### config.mk
export PLATFORM = sky130hd
export DESIGN_NAME = dice_score_keeper_flat
export DESIGN_NICKNAME = d
export VERILOG_FILES = /design/src/rtl/dice_pkg.sv /design/src/rtl/dice_score_keeper_if.sv /design/src/rtl/dice_release_det.sv /design/src/rtl/dice_score_keeper.sv /design/src/flat_wrapper.sv
export SDC_FILE = /design/constraint.sdc
export NUM_CORES = 1
export LEC_CHECK = 0
export ABC_CLOCK_PERIOD_IN_PS = 8200
export CORE_ASPECT_RATIO = 1.2
export CORE_MARGIN = 3
export CORE_UTILIZATION = 55
export CTS_CLUSTER_SIZE = 30
export DETAILED_ROUTE_END_ITERATION = 8
export PLACE_DENSITY_LB_ADDON = 0.1
export REMOVE_ABC_BUFFERS = 1
export SLEW_MARGIN = 10
export SYNTH_ARGS = -nofsm -noshare
export SYNTH_HDL_FRONTEND = slang
export SYNTH_SLANG_ARGS = --single-unit
### constraint.sdc
create_clock -name clk -period 8.2 [get_ports clk]
set_clock_uncertainty 0.05 [all_clocks]
set_input_delay 1.64 -clock clk [delete_from_list [all_inputs] [get_ports clk]]
set_output_delay 1.64 -clock clk [all_outputs]
set_load 0.03 [all_outputs]
### src/rtl/dice_pkg.sv
// Shared types and constants for the dice score keeper.
// The DICE_HIST_EN build adds per-face roll counters on top of these.
package dice_pkg;

  typedef enum logic [2:0] {
    IDLE    = 3'd0,
    ROLLING = 3'd1,
    SCORE   = 3'd2,
    CHECK   = 3'd3,
    DONE    = 3'd4
  } state_t;

  localparam logic [2:0] FACE_MIN   = 3'd1;
  localparam logic [2:0] FACE_MAX   = 3'd6;
  localparam logic [2:0] BONUS_FACE = 3'd6;
  localparam int         NUM_FACES  = 6;
  localparam int         HIST_W     = 16;

  function automatic logic face_ok(input logic [2:0] f);
    return (f >= FACE_MIN) && (f <= FACE_MAX);
  endfunction

endpackage

### src/rtl/dice_score_keeper_if.sv
// Button/throw inputs and score/status outputs of the dice score keeper.
// Histogram read port exists only when DICE_HIST_EN is defined.
interface dice_score_keeper_if #(parameter int SCORE_W = 8);
  logic               button;
  logic [2:0]         throw;
  logic               new_game;
  logic               player;
  logic [SCORE_W-1:0] score0;
  logic [SCORE_W-1:0] score1;
  logic [2:0]         last_throw;
  logic               result_valid;
  logic               bad_throw;
  logic               game_over;
  logic               winner;
`ifdef DICE_HIST_EN
  logic [2:0]         hist_sel;
  logic [15:0]        hist_count;
`endif

  modport master (
    output button, throw, new_game,
    input  player, score0, score1, last_throw, result_valid, bad_throw, game_over, winner
`ifdef DICE_HIST_EN
    , output hist_sel
    , input  hist_count
`endif
  );

  modport slave (
    input  button, throw, new_game,
    output player, score0, score1, last_throw, result_valid, bad_throw, game_over, winner
`ifdef DICE_HIST_EN
    , input  hist_sel
    , output hist_count
`endif
  );
endinterface

### src/rtl/dice_release_det.sv
// Registers the roll button once and derives single-cycle press/release pulses.
module dice_release_det (
  input  logic clk,
  input  logic rst,
  input  logic button,
  output logic press,
  output logic rel
);
  logic btn_q;

  always_ff @(posedge clk) begin
    if (rst) btn_q <= 1'b0;
    else     btn_q <= button;
  end

  assign press = ~btn_q &  button;
  assign rel   =  btn_q & ~button;
endmodule

### src/rtl/dice_score_keeper.sv
// Two-player running score for the electronic dice: captures a throw on button
// release, scores it, alternates turns, declares a winner. DICE_HIST_EN adds face counters.
module dice_score_keeper
  import dice_pkg::*;
#(
  parameter int SCORE_W = 8,
  parameter int TARGET  = 50
) (
  input  logic                clk,
  input  logic                rst,
  dice_score_keeper_if.slave  bus
);
  state_t             state, nxt;
  logic               press, rel;
  logic [2:0]         cap;
  logic               player;
  logic [SCORE_W-1:0] s0, s1, cur, sat;
  logic [SCORE_W:0]   sum;
  logic [2:0]         last;
  logic               rv, bad, win;
  logic               clr;

  dice_release_det u_det (
    .clk    (clk),
    .rst    (rst),
    .button (bus.button),
    .press  (press),
    .rel    (rel)
  );

  assign clr = bus.new_game;
  assign cur = player ? s1 : s0;
  assign sum = {1'b0, cur} + {{(SCORE_W-2){1'b0}}, cap};
  assign sat = sum[SCORE_W] ? {SCORE_W{1'b1}} : sum[SCORE_W-1:0];

  always_ff @(posedge clk) begin
    if (rst) state <= IDLE;
    else     state <= nxt;
  end

  always_comb begin
    nxt = state;
    case (state)
      IDLE:    if (press) nxt = ROLLING;
      ROLLING: if (rel)   nxt = SCORE;
      SCORE:   nxt = CHECK;
      CHECK:   nxt = (cur >= SCORE_W'(TARGET)) ? DONE : IDLE;
      DONE:    nxt = DONE;
      default: nxt = IDLE;
    endcase
    if (clr) nxt = IDLE;
  end

  // A throw released in the same cycle as new_game is dropped by the clear branch.
  always_ff @(posedge clk) begin
    if (rst || clr) begin
      cap    <= 3'd0;
      player <= 1'b0;
      s0     <= '0;
      s1     <= '0;
      last   <= 3'd0;
      rv     <= 1'b0;
      bad    <= 1'b0;
      win    <= 1'b0;
    end else begin
      rv  <= 1'b0;
      bad <= 1'b0;
      case (state)
        ROLLING: if (rel) cap <= bus.throw;
        SCORE: begin
          if (face_ok(cap)) begin
            if (player) s1 <= sat;
            else        s0 <= sat;
            last <= cap;
            rv   <= 1'b1;
          end else begin
            bad <= 1'b1;
          end
        end
        CHECK: begin
          if (cur >= SCORE_W'(TARGET))                     win    <= player;
          else if (face_ok(cap) && (cap != BONUS_FACE))    player <= ~player;
        end
        default: ;
      endcase
    end
  end

  assign bus.player       = player;
  assign bus.score0       = s0;
  assign bus.score1       = s1;
  assign bus.last_throw   = last;
  assign bus.result_valid = rv;
  assign bus.bad_throw    = bad;
  assign bus.game_over    = (state == DONE);
  assign bus.winner       = win;

`ifdef DICE_HIST_EN
  logic [NUM_FACES-1:0][HIST_W-1:0] hist;
  logic                             hinc;

  // Counts the same event that raises result_valid; survives new_game.
  assign hinc = (state == SCORE) && face_ok(cap) && !clr;

  always_ff @(posedge clk) begin
    if (rst) begin
      hist <= '0;
    end else begin
      for (int i = 0; i < NUM_FACES; i++)
        if (hinc && (cap == 3'(i + 1)) && (hist[i] != {HIST_W{1'b1}}))
          hist[i] <= hist[i] + 1'b1;
    end
  end

  always_comb begin
    bus.hist_count = '0;
    for (int i = 0; i < NUM_FACES; i++)
      if (bus.hist_sel == 3'(i + 1)) bus.hist_count = hist[i];
  end
`endif

endmodule
### src/flat_wrapper.sv
// flat-port wrapper written by rule: the top's interface ports become plain ports
module dice_score_keeper_flat import dice_pkg::*;
#(
  parameter int SCORE_W = 8,
  parameter int TARGET  = 50
)
  (clk, rst, bus_button, bus_throw, bus_new_game, bus_player, bus_score0, bus_score1, bus_last_throw, bus_result_valid, bus_bad_throw, bus_game_over, bus_winner);
  dice_score_keeper_if #(.SCORE_W(SCORE_W)) bus_i ();
  input  logic clk;
  input  logic rst;
  input wire logic [$bits(bus_i.button)-1:0] bus_button;
  input wire logic [$bits(bus_i.throw)-1:0] bus_throw;
  input wire logic [$bits(bus_i.new_game)-1:0] bus_new_game;
  output wire logic [$bits(bus_i.player)-1:0] bus_player;
  output wire logic [$bits(bus_i.score0)-1:0] bus_score0;
  output wire logic [$bits(bus_i.score1)-1:0] bus_score1;
  output wire logic [$bits(bus_i.last_throw)-1:0] bus_last_throw;
  output wire logic [$bits(bus_i.result_valid)-1:0] bus_result_valid;
  output wire logic [$bits(bus_i.bad_throw)-1:0] bus_bad_throw;
  output wire logic [$bits(bus_i.game_over)-1:0] bus_game_over;
  output wire logic [$bits(bus_i.winner)-1:0] bus_winner;
  assign bus_i.button = bus_button;
  assign bus_i.throw = bus_throw;
  assign bus_i.new_game = bus_new_game;
  assign bus_player = bus_i.player;
  assign bus_score0 = bus_i.score0;
  assign bus_score1 = bus_i.score1;
  assign bus_last_throw = bus_i.last_throw;
  assign bus_result_valid = bus_i.result_valid;
  assign bus_bad_throw = bus_i.bad_throw;
  assign bus_game_over = bus_i.game_over;
  assign bus_winner = bus_i.winner;
  dice_score_keeper #(.SCORE_W(SCORE_W), .TARGET(TARGET)) u_core (.clk(clk), .rst(rst), .bus(bus_i));
endmodule
==> results.py, run 1 <==
metrics = {
    "route": {
        "drc": 0,
        "wirelength_um": 3610,
        "drtIter0Drc": 33,
        "detail-route-antenna-nets": 0,
        "wl_per_cell_um": 15.6,
        "firstDrtPassIters": 4,
        "viasPerCell": 5.97,
        "route.vias.total": 1379,
    },
    "sta": {
        "max_freq_mhz": 267,
        "relSlewSlack_pct": 24.3,
        "layout_min_cycle_time_ps": 3750,
        "tightest_slew_ps": 1130,
        "min_period_over_period_pct": 45.7,
        "tns_ps": 0,
        "slew_violations": 0,
        "report.final.hold_viol_count": 0,
        "fin_ws_ps": 4450,
        "setup_viol": 0,
        "grt_setup_unrepaired": "false",
    },
    "cts": {
        "clk_pin_slew_ps": 100,
        "clock_path_buffers": 2,
        "post_cts_resize_count": 0,
        "clock_latency_ps": 340,
        "cts_hold_buf": 0,
        "root_buffer": "clkbuf_4",
        "cts_buffers": 5,
        "cts-htree-levels": 2,
        "tritoncts": "built",
        "cts_sinks": 30,
        "postCtsSetupBuffers": 0,
    },
    "global_route": {
        "met2_usage_pct": 34.3,
        "grtUsageMet3_pct": 8.05,
        "antenna_found_initial": 0,
        "grt_pass1_wl_um": 6040,
        "gr-usage-all-layers_pct": 23.3,
        "grt-ovfl-total": 0,
        "first_global_vias": 1306,
        "grt_use_met1_pct": 29.9,
        "grt_max_degree": 22,
        "busiest_layer": "met2",
    },
    "cells_and_area": {
        "fin_nets": 208,
        "register_area_um2": 601,
        "multiInputGateArea_um2": 908,
        "diodes": 0,
        "syn_to_final_growth_pct": 22.7,
        "fillCellCount": 212,
        "drive_gt1_share_pct": 12.1,
    },
    "logic_synthesis": {
        "netlist_area_um2": 1580,
        "ys_types": 48,
        "synthCells": 168,
        "synth_edf_count": 0,
        "synth_warnings": 0,
        "yosysSeqAreaShare_pct": 38.1,
        "ys_dominant_reg_cell": "dfxtp_1",
        "synth.ff_latch_count": 30,
        "async_flop_share_pct": 0,
        "avgSynthCellArea_um2": 9.39,
    },
    "worst_setup_path": {
        "setup.worst_path.class": "reg2out",
        "cp_cell_sequence": "clkdlybuf4s50_1",
        "cpPeakStageDelay_ps": 880,
        "crit_path_max_fanout": 21,
        "crit_family": "flip-flops",
        "critPathArrivalTime_ps": 2060,
        "critPathCaptureType": "output pin",
        "worstSetupStartpointType": "flop",
        "worst-path-buf-inv": 1,
        "cp_slowest_cell": "dfxtp_1",
        "cp.required_ps": 6510,
    },
    "flow_run": {
        "drv_cap": 0,
    },
    "status": {
        "outcome": "finished clean",
    },
    "placement": {
        "pre_cts_slack_ps": 4720,
        "dp_hpwl_um": 2600,
        "gp_congestion": 0.878,
        "port_buffers": 30,
    },
    "pwr": {
        "peakVddDrop_uv": 153,
        "p_leak_nw": 0.664,
        "cellPowerDensity_nw_per_um2": 140,
    },
    "worst_hold_path": {
        "hp-class": "reg2reg",
    },
    "floorplanning": {
        "die_height_um": 64.7,
        "core_um2": 2630,
        "die_w_um": 54.9,
        "floorplan.initialDensity_pct": 60.0,
        "fp.dieArea_um2": 3550,
        "pin_count": 31,
        "num_rows": 20,
    },
}
synth_stat cells, drive strengths merged (2+ instances only):
| master | number | area (um2) |
|---|---|---|
| o22ai | 4 | 25.0 |
| nor2 | 11 | 41.3 |
| a31oi | 3 | 25.0 |
| clkbuf | 2 | 7.51 |
| nor2b | 4 | 25.0 |
| buf | 6 | 53.8 |
| a211oi | 3 | 22.5 |
| or3 | 3 | 18.8 |
| nor4 | 3 | 33.8 |
| mux2i | 9 | 90.1 |
| nand2 | 19 | 71.3 |
| dfxtp | 30 | 601 |
| nand3b | 2 | 15.0 |
| nor3 | 3 | 15.0 |
| nand2b | 4 | 25.0 |
| mux2 | 3 | 33.8 |
| inv | 2 | 7.51 |
| nand3 | 3 | 15.0 |
| o221a | 8 | 90.1 |
| nor4b | 2 | 32.5 |
| ha | 3 | 37.5 |
| a21oi | 10 | 50.1 |
| o21a | 2 | 15.0 |
| o21ai | 11 | 55.1 |
| a311oi | 2 | 23.8 |
layout make-up:
cell class | count | share of cell area (%)
clock buffer | 5 | 1.94
timing repair buffer | 30 | 15.5
clock inverter | 3 | 2.07
sequential | 30 | 31.0
multi-input combinational | 128 | 46.9
inverter | 2 | 0.388
tap | 33 | 2.13
state kept, by name, indices dropped and copies added, names as in the netlist:
signal and flops:
u_core.bus.result_valid 1, u_core.bus.score0 8, u_core.cap 3, u_core.bus.score1 8, u_core.bus.player 1, u_core.u_det.btn_q 1, u_core.state 3, u_core.bus.bad_throw 1
u_core.bus.last_throw 3, u_core.bus.winner 1
stage by stage:
step	util (%)	area, um2	instances	power (mW)	hold WS [ps]
after floorplan	-	1520	160	0.154	451
after global placement	70.7	1860	223	0.158	404
after detailed placement	70.7	1860	223	0.158	435
after CTS	73.7	1940	231	0.274	454
after global routing	73.7	1940	231	0.281	469
final	73.7	1940	231	0.271	447
layer usage:
metal | vias to the layer above | wire (um)
met2 | 50 | 1730
met3 | 8 | 251
met5 | - | 0
met1 | 631 | 1550
met4 | 0 | 77
li1 | 690 | -
report_power, final:
group          internal (mW)  switching (mW)  total (mW)
combinational        0.00397         0.00416     0.00813
clock                 0.0631          0.0528       0.116
sequential             0.146        0.000618       0.147
final timing paths:
path | from | to | slack, ps | depth (start not counted)
hold reg to reg | u_core.bus.winner | u_core.bus.winner | 450 | 2
setup reg to reg | u_core.bus.player | u_core.bus.score0[3] | 4960 | 7
hold / removal | u_core.bus.winner | u_core.bus.winner | 450 | 2
setup / recovery | u_core.bus.player | bus_player | 4450 | 1
logic make-up after synthesis:
logic type / count (synthesis) / share of synthesized area (%)
XOR/XNOR: 2 / 1.11
AO/OA/AOI/OAI: 48 / 22.4
AND/OR/NAND/NOR: 62 / 22.5
buffers and inverters: 10 / 4.36
multiplexers: 12 / 7.85
adder cells (fa/ha/maj): 4 / 3.65
flip-flops: 30 / 38.1
cell usage in the layout, fill, tap and decap left out, types with 2 or more instances in the layout:
cell	synthesis	final
dfxtp_1	30	30
nand2_1	19	19
nor3_1	3	3
ha_1	3	3
mux2i_1	9	9
nor2_1	11	11
clkdlybuf4s50_1	0	30
clkinv_2	0	2
o221a_2	7	7
a31oi_1	2	2
or3_1	3	3
nand3b_1	2	2
o21a_1	2	2
mux2_2	3	3
a21oi_1	10	10
nor4_1	2	2
inv_1	2	2
o21ai_0	11	11
nand3_1	3	3
clkbuf_4	0	5
nand2b_1	4	4
nor2b_1	4	4
a211oi_1	3	3
o22ai_1	4	4
(Power assumes the default switching activity.)
==> inputs of run 2 (changes only) <==
- ABC_CLOCK_PERIOD_IN_PS: 8200 -> 3600
- CORE_UTILIZATION: 55 -> 51
- clock period: 8.2 -> 3.6 ns (I/O delays scaled with it)
==> results.py, run 2 (synthesis gave the netlist of run 1 again) <==
metrics = {
    "worst_setup_path": {
        "critPathArrivalTime_ps": 3120,
        "setup.worst_path.class": "reg2reg",
        "critPathCaptureType": "flop",
        "cpPeakStageDelay_ps": 620,
        "reg2reg_to": "u_core.bus.score0[3]",
        "worst-path-buf-inv": 0,
        "crit_path_max_fanout": 14,
        "r2r_cells": 7,
        "cp_cell_sequence": "mux2_2 > ha_1 > fa_1 > a21oi_1 > a2111oi_2 > nand2b_1 > o221a_2",
        "worstSetupStartpointType": "flop",
        "cp_slowest_cell": "dfxtp_1",
        "crit_family": "compound AO/OA/AOI/OAI gates",
        "r2r-start": "u_core.bus.player",
        "cp.required_ps": 3780,
        "r2r_setup_slack_ps": 660,
    },
    "floorplanning": {
        "die_w_um": 56.8,
        "pin_count": 31,
        "floorplan.initialDensity_pct": 55.1,
        "die_height_um": 66.9,
        "core_um2": 2860,
        "fp.dieArea_um2": 3800,
        "num_rows": 21,
    },
    "cells_and_area": {
        "multiInputGateArea_um2": 908,
        "fillCellCount": 242,
        "register_area_um2": 601,
        "fin_nets": 210,
        "stdcell_area_um2": 1930,
        "final_util_pct": 67.5,
        "finalNonFillerCells": 234,
        "syn_to_final_growth_pct": 22.6,
        "drive_gt1_share_pct": 12.5,
        "final_cell_mix": "clkdlybuf4s50_1 (30), dfxtp_1 (30), nand2_1 (19), nor2_1 (11), o21ai_0 (11)",
        "diodes": 0,
    },
    "cts": {
        "clock_latency_ps": 330,
        "post_cts_resize_count": 0,
        "root_buffer": "clkbuf_4",
        "tritoncts": "built",
        "cts_sinks": 30,
        "clk_pin_slew_ps": 100,
        "cts_buffers": 5,
        "cts-htree-levels": 2,
        "postCtsSetupBuffers": 0,
        "cts_hold_buf": 0,
        "clock_path_buffers": 2,
    },
    "sta": {
        "report.final.hold_viol_count": 0,
        "slew_violations": 0,
        "tightest_slew_ps": 848,
        "relSlewSlack_pct": 43.0,
        "max_freq_mhz": 341,
        "tns_ps": 0,
        "grt_setup_unrepaired": "false",
        "fin_ws_ps": 664,
        "min_period_over_period_pct": 81.6,
        "setup_viol": 0,
        "layout_min_cycle_time_ps": 2940,
    },
    "status": {
        "outcome": "finished clean",
    },
    "global_route": {
        "first_global_vias": 1358,
        "grt_max_degree": 19,
        "grt_pass1_wl_um": 6210,
        "gr-usage-all-layers_pct": 21.4,
        "grt-ovfl-total": 0,
        "antenna_found_initial": 0,
    },
    "worst_hold_path": {
        "worstHoldEndpoint": "u_core.bus.winner",
        "hp-class": "reg2reg",
        "worstHoldStart": "u_core.bus.winner",
        "hold-path-cell-count": 2,
    },
    "placement": {
        "dp_hpwl_um": 2810,
        "dp_cells": 226,
        "gp_congestion": 0.895,
        "postPlaceCellArea_um2": 1870,
        "pre_cts_slack_ps": 712,
        "port_buffers": 30,
    },
    "pwr": {
        "seq_power_share_pct": 59.0,
        "p_sw_mw": 0.130,
        "clkPwrFrac_pct": 37.7,
        "p_int_mw": 0.437,
        "p_leak_nw": 0.664,
        "p_comb_share_pct": 3.3,
        "peakVddDrop_uv": 220,
        "p_sw_share_pct": 22.9,
        "cellPowerDensity_nw_per_um2": 293,
    },
    "flow_run": {
        "drv_cap": 0,
    },
    "route": {
        "route.vias.total": 1455,
        "wl_per_cell_um": 16.3,
        "wirelength_um": 3810,
        "viasPerCell": 6.22,
        "firstDrtPassIters": 4,
        "detail-route-antenna-nets": 0,
        "drc": 0,
        "drtIter0Drc": 91,
    },
}
## run 2: per-stage QoR
step                hold WS, ps  total power [mW]
finish                      425             0.567
global route                471             0.587
CTS                         426             0.571
detailed placement          413             0.361
global placement            404             0.360
floorplan                   451             0.350
## run 2: layout make-up
class	instances	share of cell area [%]
Inverter	2	0.388
Sequential cell	30	31.0
Timing Repair Buffer	32	16.3
Tap cell	34	2.20
Multi-Input combinational cell	128	47.0
Clock inverter	1	0.259
Clock buffer	7	2.85
## run 2: worst min-delay path, cell delays in order (launching register included)
cell and delay (ps):
dfxtp_1 320, nand2_1 50, mux2i_1 60
## run 2: power groups by stage
stage	Clock [mW]	Combinational (mW)	Sequential [mW]
global route	0.231	0.0207	0.335
finish	0.214	0.0189	0.334
floorplan	0	0.00843	0.342
CTS	0.217	0.0190	0.334
detailed placement	0	0.0190	0.342
global placement	0	0.0182	0.342
## run 2: how the worst max path moves through the flow
stage / from / endpoint / cells after the start
after floorplan: u_core.bus.player / u_core.bus.score0[3] / 7
after global placement: u_core.bus.player / u_core.bus.score0[3] / 7
after CTS: u_core.bus.player / u_core.bus.score0[3] / 7
after detailed placement: u_core.bus.player / u_core.bus.score0[3] / 7
after global routing: u_core.bus.player / u_core.bus.score0[3] / 7
final: u_core.bus.player / u_core.bus.score0[3] / 7
## run 2: per-layer routing
| metal | wire [um] | global-route usage [%] | up-vias |
|---|---|---|---|
| met5 | 0 | 0 | - |
| met4 | 63 | 10.1 | 0 |
| met3 | 209 | 5.43 | 8 |
| met2 | 1920 | 37.1 | 46 |
| met1 | 1620 | 24.3 | 712 |
| li1 | - | - | 689 |
